## config.mk

```make
export PLATFORM = sky130hd
export DESIGN_NAME = stopwatch_button_controller
export DESIGN_NICKNAME = d
export VERILOG_FILES = /design/src/rtl/stopwatch_button_controller.sv
export SDC_FILE = /design/constraint.sdc
export NUM_CORES = 1
export LEC_CHECK = 0
export ABC_AREA = 0
export BUFFER_PORTS_ARGS = -buffer_cell sky130_fd_sc_hd__buf_4
export CORE_ASPECT_RATIO = 0.8
export CORE_UTILIZATION = 56
export DETAILED_ROUTE_END_ITERATION = 10
export GPL_ROUTABILITY_DRIVEN = 0
export GPL_TIMING_DRIVEN = 0
export PLACE_DENSITY = 0.73
export SETUP_SLACK_MARGIN = 0.02
export SYNTH_ARGS = -nofsm -noshare
export SYNTH_HDL_FRONTEND = slang
export SYNTH_SLANG_ARGS = --single-unit
```

## constraint.sdc

```tcl
create_clock -name clk_100_Mhz -period 4.69 [get_ports clk_100_Mhz]
set_input_delay 1.1725 -clock clk_100_Mhz [delete_from_list [all_inputs] [get_ports clk_100_Mhz]]
set_output_delay 1.1725 -clock clk_100_Mhz [all_outputs]
set_load 0.05 [all_outputs]
```

## src/rtl/stopwatch_button_controller.sv

```systemverilog
// Stopwatch button front end: two raw push-buttons are synchronized,
// debounced and edge-detected, then drive a small IDLE/RUNNING/PAUSED
// state machine. That machine produces the run-enable level and the
// one-cycle clear pulse for the downstream stopwatch counter.
// Button index 0 is start/stop and index 1 is clear.
module stopwatch_button_controller #(
  parameter int DEBOUNCE_CYCLES = 1000000
) (
  input  logic       clk_100_Mhz,
  input  logic       reset,
  input  logic       btn_start_stop,
  input  logic       btn_clear,
  output logic       start,
  output logic       sw_reset,
  output logic [1:0] state,
  output logic       running_led,
  output logic       paused_led
);

  localparam int CNT_W = $clog2(DEBOUNCE_CYCLES) + 1;
  localparam logic [CNT_W-1:0] CNT_LAST = CNT_W'(DEBOUNCE_CYCLES - 1);

  typedef enum logic [1:0] {
    IDLE    = 2'b00,
    RUNNING = 2'b01,
    PAUSED  = 2'b10,
    INVALID = 2'b11
  } state_t;

  logic [1:0]       w_btnRaw;
  logic [1:0]       r_sync1;
  logic [1:0]       r_sync2;
  logic [1:0]       r_stable;
  logic [1:0]       r_stableDly;
  logic [1:0]       r_press;
  logic [CNT_W-1:0] r_cnt [2];

  logic             w_startPress;
  logic             w_clearPress;
  state_t           r_state;
  state_t           w_stateNext;
  logic             w_swResetNext;

  assign w_btnRaw     = {btn_clear, btn_start_stop};
  assign w_startPress = r_press[0];
  assign w_clearPress = r_press[1];
  assign state        = r_state;

  // Two-flop synchronizer bringing both asynchronous buttons into the clock domain.
  always_ff @(posedge clk_100_Mhz) begin
    if (reset) begin
      r_sync1 <= '0;
      r_sync2 <= '0;
    end else begin
      r_sync1 <= w_btnRaw;
      r_sync2 <= r_sync1;
    end
  end

  // Debouncer: the stable level only follows the input after it has disagreed for DEBOUNCE_CYCLES cycles in a row.
  always_ff @(posedge clk_100_Mhz) begin
    if (reset) begin
      r_stable <= '0;
      for (int i = 0; i < 2; i++) begin
        r_cnt[i] <= '0;
      end
    end else begin
      for (int i = 0; i < 2; i++) begin
        if (r_sync2[i] == r_stable[i]) begin
          r_cnt[i] <= '0;
        end else if (r_cnt[i] == CNT_LAST) begin
          r_stable[i] <= r_sync2[i];
          r_cnt[i]    <= '0;
        end else begin
          r_cnt[i] <= r_cnt[i] + CNT_W'(1);
        end
      end
    end
  end

  // Rising-edge detector turning each debounced press into a single-cycle pulse.
  always_ff @(posedge clk_100_Mhz) begin
    if (reset) begin
      r_stableDly <= '0;
      r_press     <= '0;
    end else begin
      r_stableDly <= r_stable;
      r_press     <= r_stable & ~r_stableDly;
    end
  end

  // State register with all outputs registered from the next state so they change together.
  always_ff @(posedge clk_100_Mhz) begin
    if (reset) begin
      r_state     <= IDLE;
      start       <= 1'b0;
      sw_reset    <= 1'b0;
      running_led <= 1'b0;
      paused_led  <= 1'b0;
    end else begin
      r_state     <= w_stateNext;
      start       <= (w_stateNext == RUNNING);
      sw_reset    <= w_swResetNext;
      running_led <= (w_stateNext == RUNNING);
      paused_led  <= (w_stateNext == PAUSED);
    end
  end

  // Next-state logic: start toggles run/pause, clear is honoured only when not running, clear wins outside RUNNING.
  always_comb begin
    w_stateNext   = r_state;
    w_swResetNext = 1'b0;
    case (r_state)
      IDLE: begin
        if (w_clearPress) begin
          w_swResetNext = 1'b1;
        end else if (w_startPress) begin
          w_stateNext = RUNNING;
        end
      end
      RUNNING: begin
        if (w_startPress) begin
          w_stateNext = PAUSED;
        end
      end
      PAUSED: begin
        if (w_clearPress) begin
          w_stateNext   = IDLE;
          w_swResetNext = 1'b1;
        end else if (w_startPress) begin
          w_stateNext = RUNNING;
        end
      end
      INVALID: begin
        w_stateNext   = IDLE;
        w_swResetNext = 1'b1;
      end
    endcase
  end

endmodule

```

==> impl_metrics.csv, run 1 <==
group,metric,value,unit
run_status,status,"completed",
clocking,h-tree-depth,3,
setup_path,required,3.52,ns
logic_synthesis,async_flop_share,0,%
floorplan,die_y,65.5,um
layout,layout_common_cells,"edfxtp_1 (42), conb_1 (42), nor2_1 (37)",
layout,nNetsFinal,330,
clocking,cts_setup_buffers,0,
setup_path,worst_path_dominant_cell_family,"flip-flops",
logic_synthesis,ys.flop_type,"edfxtp_1",
layout,diodes,0,
logic_synthesis,ys_ff_latch,57,
drt,vias,2036,
logic_synthesis,synth_warnings,0,
layout,area_delta_synth_final,16.4,%
drt,ant_nets,0,
drt,routedWlPerCell,13.2,um
clocking,clk_pin_slew,0.06,ns
drt,drt-initial-drc-count,146,
setup_path,worstSetupStartpointType,"register",
sta,grt_setup_unrepaired,"no",
logic_synthesis,yosysUniqueCellTypes,39,
layout,fill_cells,376,
placed_design,detailed_place_hpwl,3.74,mm
floorplan,start_util,60.0,%
clocking,clock_latency,0.34,ns
logic_synthesis,syn_area_per_cell,10.7,um^2
sta,setup_viol,0,
setup_path,critPathBufInv,1,
setup_path,arrival,0.98,ns
drt,viasPerCell,5.23,
setup_path,critPathMaxFanout,5,
sta,max_freq,0.465,GHz
floorplan,die_w,81.4,um
floorplan,coreArea,4710,um^2
floorplan,row_count,22,
power,max-vdd-ir-drop,0.000223,V
grt,grt_max_degree,11,
worst_hold_path,min_path_type,"register to register",
clocking,cts_made_buffers,9,
clocking,cts.path.max_buffers,2,
grt,grt_pass1_vias,1889,
layout,drive_gt1_share,10.6,%
setup_path,crit_chain,"buf_4",
sta,hold_violations,0,
setup_path,endpoint_kind,"primary output",
sta,drv_slew,0,
setup_path,path_class,"register to primary output",
power,p_leak,0.00121,uW
grt,antenna_found_initial,0,
clocking,clock-sinks,57,
grt,grt_pass1_wl,8.63,mm
grt,grt_overflow,0,
logic_synthesis,synth_edf_count,42,
drt,post-route-drc-count,0,
clocking,cts_tree,"yes",
placed_design,portBuffers,9,
logic_synthesis,yosysSeqAreaShare,55.3,%
grt,grt_util_all_layers,22.9,%
placed_design,dpl_cell_area,3120,um^2
floorplan,io-pin-count,10,
sta,fin_skew,0.00792,ns
sta,finalWorstPathRequiredPeriod,2.15,ns
drt,firstDrtPassIters,4,
logic_synthesis,netlist_area,2820,um^2
setup_path,slowest_delay,0.41,ns
job,cap_viol_max_count,0,
logic_synthesis,netlist_instances,263,
floorplan,die-area,5330,um^2
clocking,cts_root_buf,"clkbuf_8",
sta,fin_crit_sh,45.8,%
layout,design_area,3280,um^2
setup_path,slowest_stage,"dfxtp_1",
drt,drt-total-wl,5.14,mm
clocking,post_cts_resized,0,
sta,setup_tns,0,ns
power,power_density,306,nW/um^2
clocking,cts_hold_buf,0,
## synthesized netlist by cell type (4+ instances only)
cell type,n,area share (%)
inv_1,6,0.80
or3_1,8,1.8
edfxtp_1,42,45
nand2_1,16,2.1
and4_1,9,2.8
xnor2_1,9,2.8
dfxtp_1,15,11
nand4_1,16,3.5
a21oi_1,15,2.7
xor2_1,20,6.2
and2_1,4,0.89
nor2b_1,9,2.0
o21ai_0,9,1.6
nand3_1,7,1.2
nor2_1,37,4.9
and3_1,4,0.89
## final timing paths
path / start / to / slack [ns] / cells after the start
worst max-delay path: state[0] / state[0] / 2.54 / 1
worst min-delay path: r_stableDly[1] / r_press[1] / 0.40 / 1
worst max register to register: r_cnt[1][0] / r_cnt[1][20] / 2.67 / 6
worst min register to register: r_stableDly[1] / r_press[1] / 0.40 / 1
## power by group
| group | leakage [uW] | switching, uW | internal, uW |
|---|---|---|---|
| clock | 0.0000899 | 186 | 202 |
| sequential | 0.000555 | 18.6 | 558 |
| combinational | 0.000568 | 22.4 | 15.6 |
## sequential cells by signal, summed over array words and instances (netlist names), 2 cells and up
signal,count
r_cnt,42
r_press,2
state,2
r_sync2,2
r_stableDly,2
r_sync1,2
r_stable,2
## cells by family after synthesis
logic type | share of synthesized area [%]
muxes | 0.355
xor gates and xnor gates | 9.00
adders and majority gates | 0.886
buffers and inverters | 3.19
DFF | 55.3
other | 0.133
and+or+nand+nor | 24.6
AOI/OAI and AO/OA | 6.47
## area by class of cell
class	instances	area [um^2]	share of cell area [%]
flip-flops and latches	57	1560	47.5
well taps	60	75.1	2.29
clock inverters	4	20.0	0.610
inverters	6	22.5	0.686
plain buffers	10	67.6	2.06
repair buffers	9	67.6	2.06
multi-input cells	231	1330	40.3
clock buffers	12	145	4.42
## per-stage QoR
stage	worst slack [ns]	hold WS [ns]	power, uW	instances	util [%]
2_1_floorplan	2.62	0.367	610	304	-
3_3_place_gp	2.63	0.371	622	373	66.3
3_5_place_dp	2.61	0.376	623	373	66.3
4_1_cts	2.53	0.397	1010	389	69.8
5_1_grt	2.47	0.418	1040	389	69.8
6_report	2.54	0.402	1000	389	69.8
## metal layers
layer	GRT usage (%)	part of all wire, %
met4	8.26	0.95
met3	9.86	4.6
met5	0	0
met1	30.7	52
met2	32.6	43
No activity file was read; power rests on OpenSTA's default activity.
==> run 2, diff against run 1 <==
==> constraint.sdc (replaced) <==
create_clock -name clk_100_Mhz -period 2 [get_ports clk_100_Mhz]
set_input_delay 0.5 -clock clk_100_Mhz [delete_from_list [all_inputs] [get_ports clk_100_Mhz]]
set_output_delay 0.5 -clock clk_100_Mhz [all_outputs]
set_load 0.05 [all_outputs]
==> impl_metrics.csv, run 2 (synthesis results as in run 1) <==
group,metric,value,unit
floorplan,die_y,65.5,um
layout,regMostFlops,"r_cnt",
clocking,cts_root_buf,"clkbuf_8",
sta,fin_crit_sh,95.4,%
worst_hold_path,hp-start,"btn_start_stop",
sta,finalWorstPathRequiredPeriod,1.91,ns
placed_design,place_ws,0.00683,ns
clocking,cts_hold_buf,0,
floorplan,start_util,60.0,%
layout,drive_gt1_share,12.4,%
clocking,clock-sinks,57,
power,p_leak,0.00123,uW
layout,nNetsFinal,331,
layout,largest_reg_flops,42,
grt,grt_overflow,0,
drt,drt-total-wl,5.16,mm
sta,setup_tns,0,ns
floorplan,die-area,5330,um^2
drt,vias,2044,
sta,grt_setup_unrepaired,"yes",
grt,grt_pass1_vias,1890,
clocking,cts_tree,"yes",
worst_hold_path,min_path_type,"primary input to register",
setup_path,startpoint,"r_cnt[1][15]",
setup_path,rr_startpoint,"r_cnt[1][15]",
grt,met2_usage,32.6,%
grt,antenna_found_initial,0,
clocking,h-tree-depth,3,
drt,post-route-drc-count,0,
clocking,clk_pin_slew,0.07,ns
layout,multi_input_area,1350,um^2
setup_path,critPathMaxFanout,10,
clocking,cts.path.max_buffers,2,
setup_path,endpoint_kind,"register",
sta,setup_viol,0,
setup_path,required,2.10,ns
grt,grt_util_met3,9.86,%
grt,top_usage_layer,"met2",
layout,regArea,1560,um^2
floorplan,die_w,81.4,um
sta,hold_violations,0,
floorplan,coreArea,4710,um^2
sta,max_freq,0.524,GHz
layout,layout_common_cells,"edfxtp_1 (42), conb_1 (42), nor2_1 (37)",
placed_design,portBuffers,9,
setup_path,slowest_stage,"or4_4",
sta,fin_skew,0.00733,ns
setup_path,worstSetupStartpointType,"register",
grt,grtUsageMet1,30.7,%
job,cap_viol_max_count,0,
floorplan,row_count,22,
drt,ant_nets,0,
setup_path,crit_chain,"or3b_1 -> or4_4 -> o21ai_4 -> buf_6 -> nor2_1",
drt,viasPerCell,5.24,
drt,routedWlPerCell,13.2,um
setup_path,critPathBufInv,1,
floorplan,io-pin-count,10,
setup_path,arrival,2.01,ns
setup_path,worst_path_dominant_cell_family,"simple AND/OR/NAND/NOR gates",
layout,fill_cells,367,
power,max-vdd-ir-drop,0.000523,V
placed_design,detailed_place_hpwl,3.74,mm
clocking,cts_made_buffers,9,
clocking,clock_latency,0.34,ns
drt,drt-initial-drc-count,150,
setup_path,slowest_delay,0.45,ns
grt,grt_util_all_layers,22.9,%
grt,grt_max_degree,11,
drt,firstDrtPassIters,4,
sta,setup_slack,0.0918,ns
layout,diodes,0,
layout,area_delta_synth_final,17.8,%
run_status,status,"completed",
power,power_density,710,nW/um^2
sta,drv_slew,0,
grt,grt_pass1_wl,8.63,mm
setup_path,path_class,"register to register",
## run 2: report_power, final
part           internal [uW]  switching [uW]  total (uW)
clock network            474             439         913
logic                   40.3            53.9        94.2
registers               1310            43.8        1350
## run 2: metal layers
layer  wire [um]  vias up
met2        2230       49
met4          68        0
met5           0        -
met1        2600      947
li1            -     1041
met3         271        7
## run 2: final timing paths
| kind | to | slack [ns] | cells past startpoint |
|---|---|---|---|
| min | r_sync1[0] | 0.37 | 2 |
| max | r_cnt[1][14] | 0.09 | 5 |
| max reg2reg | r_cnt[1][14] | 0.09 | 5 |
| min reg2reg | r_press[1] | 0.40 | 1 |
## run 2: through the flow
| step | instance area (um^2) | util, % | total power [uW] | std cells | hold WS (ns) |
|---|---|---|---|---|---|
| 6_report | 3320 | 70.6 | 2360 | 390 | 0.366 |
| 5_1_grt | 3320 | 70.6 | 2450 | 390 | 0.365 |
| 4_1_cts | 3280 | 69.7 | 2370 | 388 | 0.356 |
| 3_5_place_dp | 3120 | 66.3 | 1460 | 373 | 0.376 |
| 3_3_place_gp | 3120 | 66.3 | 1460 | 373 | 0.371 |
| 2_1_floorplan | 2980 | - | 1430 | 304 | 0.367 |
## run 2: timing repair
item                       CTS  global route
resized for setup            0             7
buffers inserted             0             2
setup endpoints to repair    2            41
pin swaps                    1             1
## run 2: area by class of cell
| class | instances | share of cell area (%) |
|---|---|---|
| Tap cell | 60 | 2.26 |
| Timing Repair Buffer | 11 | 2.48 |
| Clock buffer | 12 | 4.37 |
| Clock inverter | 4 | 0.602 |
| Buffer | 9 | 2.07 |
| Multi-Input combinational cell | 231 | 40.6 |
| Inverter | 6 | 0.677 |
| Sequential cell | 57 | 47.0 |
==> run 3, diff against run 2 <==
--- a/config.mk
+++ b/config.mk
@@ -12,7 +12,7 @@
 export DETAILED_ROUTE_END_ITERATION = 10
 export GPL_ROUTABILITY_DRIVEN = 0
 export GPL_TIMING_DRIVEN = 0
-export PLACE_DENSITY = 0.73
+export PLACE_DENSITY_LB_ADDON = 0.15
 export SETUP_SLACK_MARGIN = 0.02
 export SYNTH_ARGS = -nofsm -noshare
 export SYNTH_HDL_FRONTEND = slang
==> impl_metrics.csv, run 3 (synthesis results as in run 1) <==
group,metric,value,unit
run_status,status,"completed",
grt,grt_pass1_vias,1831,
setup_path,endpoint_kind,"register",
layout,fill_cells,368,
job,cap_viol_max_count,0,
placed_design,detailed_place_hpwl,3.67,mm
clocking,clock-sinks,57,
sta,setup_viol,0,
setup_path,rr_startpoint,"r_cnt[1][12]",
sta,grt_setup_unrepaired,"yes",
drt,drt-total-wl,5.01,mm
power,max-vdd-ir-drop,0.000584,V
power,power_density,740,nW/um^2
clocking,clock_latency,0.34,ns
worst_hold_path,min_path_type,"primary input to register",
sta,hold_violations,0,
clocking,cts_root_buf,"clkbuf_8",
drt,vias,2037,
layout,layout_common_cells,"edfxtp_1 (42), conb_1 (42), nor2_1 (36)",
setup_path,reg2reg_slack,0.04,ns
clocking,clk_pin_slew,0.07,ns
layout,diodes,0,
layout,design_area,3320,um^2
layout,drive_gt1_share,12.5,%
placed_design,dpl_cell_area,3120,um^2
setup_path,endpoint,"r_cnt[1][15]",
sta,fin_crit_sh,98.2,%
drt,routedWlPerCell,12.9,um
setup_path,worstSetupStartpointType,"register",
floorplan,die_y,65.5,um
floorplan,io-pin-count,10,
floorplan,start_util,60.0,%
power,p_leak,0.00123,uW
floorplan,coreArea,4710,um^2
setup_path,path_class,"register to register",
drt,ant_nets,0,
floorplan,die_w,81.4,um
sta,drv_slew,0,
clocking,h-tree-depth,3,
clocking,cts_hold_buf,0,
setup_path,r2r_end,"r_cnt[1][15]",
placed_design,portBuffers,9,
grt,grt_pass1_wl,8.07,mm
layout,largest_reg_flops,42,
drt,drt-initial-drc-count,125,
grt,grt_overflow,0,
clocking,cts.path.max_buffers,2,
layout,multi_input_area,1340,um^2
layout,area_delta_synth_final,17.8,%
layout,regMostFlops,"r_cnt",
setup_path,arrival,2.05,ns
setup_path,critPathMaxFanout,10,
layout,nNetsFinal,330,
sta,max_freq,0.509,GHz
clocking,cts_made_buffers,9,
grt,grt_util_all_layers,21.5,%
floorplan,die-area,5330,um^2
setup_path,required,2.08,ns
layout,regArea,1560,um^2
setup_path,startpoint,"r_cnt[1][12]",
power,p_total,2460,uW
sta,finalWorstPathRequiredPeriod,1.96,ns
drt,firstDrtPassIters,4,
grt,antenna_found_initial,0,
drt,post-route-drc-count,0,
clocking,cts_tree,"yes",
sta,fin_skew,0.00958,ns
grt,grt_max_degree,11,
setup_path,reg2reg_depth,5,
drt,viasPerCell,5.24,
floorplan,row_count,22,
## run 3: changes by cell type in the layout (fill, tap and decap cells not counted), sizes merged
cell,previous run,this run
clkinv,4,2
inv,6,8
clkbuf,15,14
## run 3: worst max-delay path: stages (launching register included)
cell and delay, ns:
edfxtp_1 0.42, or3b_1 0.40, or4_4 0.47, o21ai_4 0.20
buf_6 0.17, a21oi_1 0.05
## run 3: final cells by class
cell class                 count  area share (%)
clock buffer                  12            5.01
inverter                       6           0.677
tap                           60            2.26
buffer                         9            1.99
timing repair buffer          10            2.26
clock inverter                 4           0.677
sequential                    57            47.0
multi-input combinational    231            40.2
## run 3: worst min path at each step
stage	start	endpoint	slack [ns]	cells past startpoint
global placement	r_stableDly[0]	r_press[0]	0.37	1
CTS	btn_clear	r_sync1[1]	0.36	2
finish	btn_clear	r_sync1[1]	0.37	2
global route	reset	r_sync2[0]	0.37	2
floorplan	r_stableDly[0]	r_press[0]	0.37	1
detailed placement	r_stableDly[0]	r_press[0]	0.38	1
## run 3: per-layer routing
layer	routed length [um]	GRT usage (%)	up-vias
met4	48	11.2	0
met1	2490	29.0	939
met3	337	7.78	5
met5	0	0	-
li1	-	-	1042
met2	2130	30.2	51
## run 3: per-stage QoR
stage | hold slack [ns] | TNS [ns] | std cells | utilization [%] | setup slack [ns]
finish | 0.372 | 0 | 389 | 70.6 | 0.0366
global route | 0.370 | -0.202 | 389 | 70.6 | -0.0260
CTS | 0.357 | 0 | 389 | 70.3 | 0.0230
detailed placement | 0.379 | 0 | 373 | 66.3 | 0.0346
global placement | 0.372 | 0 | 373 | 66.3 | 0.0407
floorplan | 0.367 | 0 | 304 | - | 0.185
## run 3: repair_timing
| action | in CTS | in global routing |
|---|---|---|
| pin swaps | 1 | 0 |
| setup endpoints to repair | 1 | 41 |
| gates resized for setup | 0 | 5 |
| buffers inserted | 0 | 1 |
## run 3: power by group
part	leakage [uW]	internal (uW)	switching (uW)
Clock	0.000102	555	464
Sequential	0.000555	1310	42.9
Combinational	0.000572	37.7	52.1
Total	0.00123	1900	559
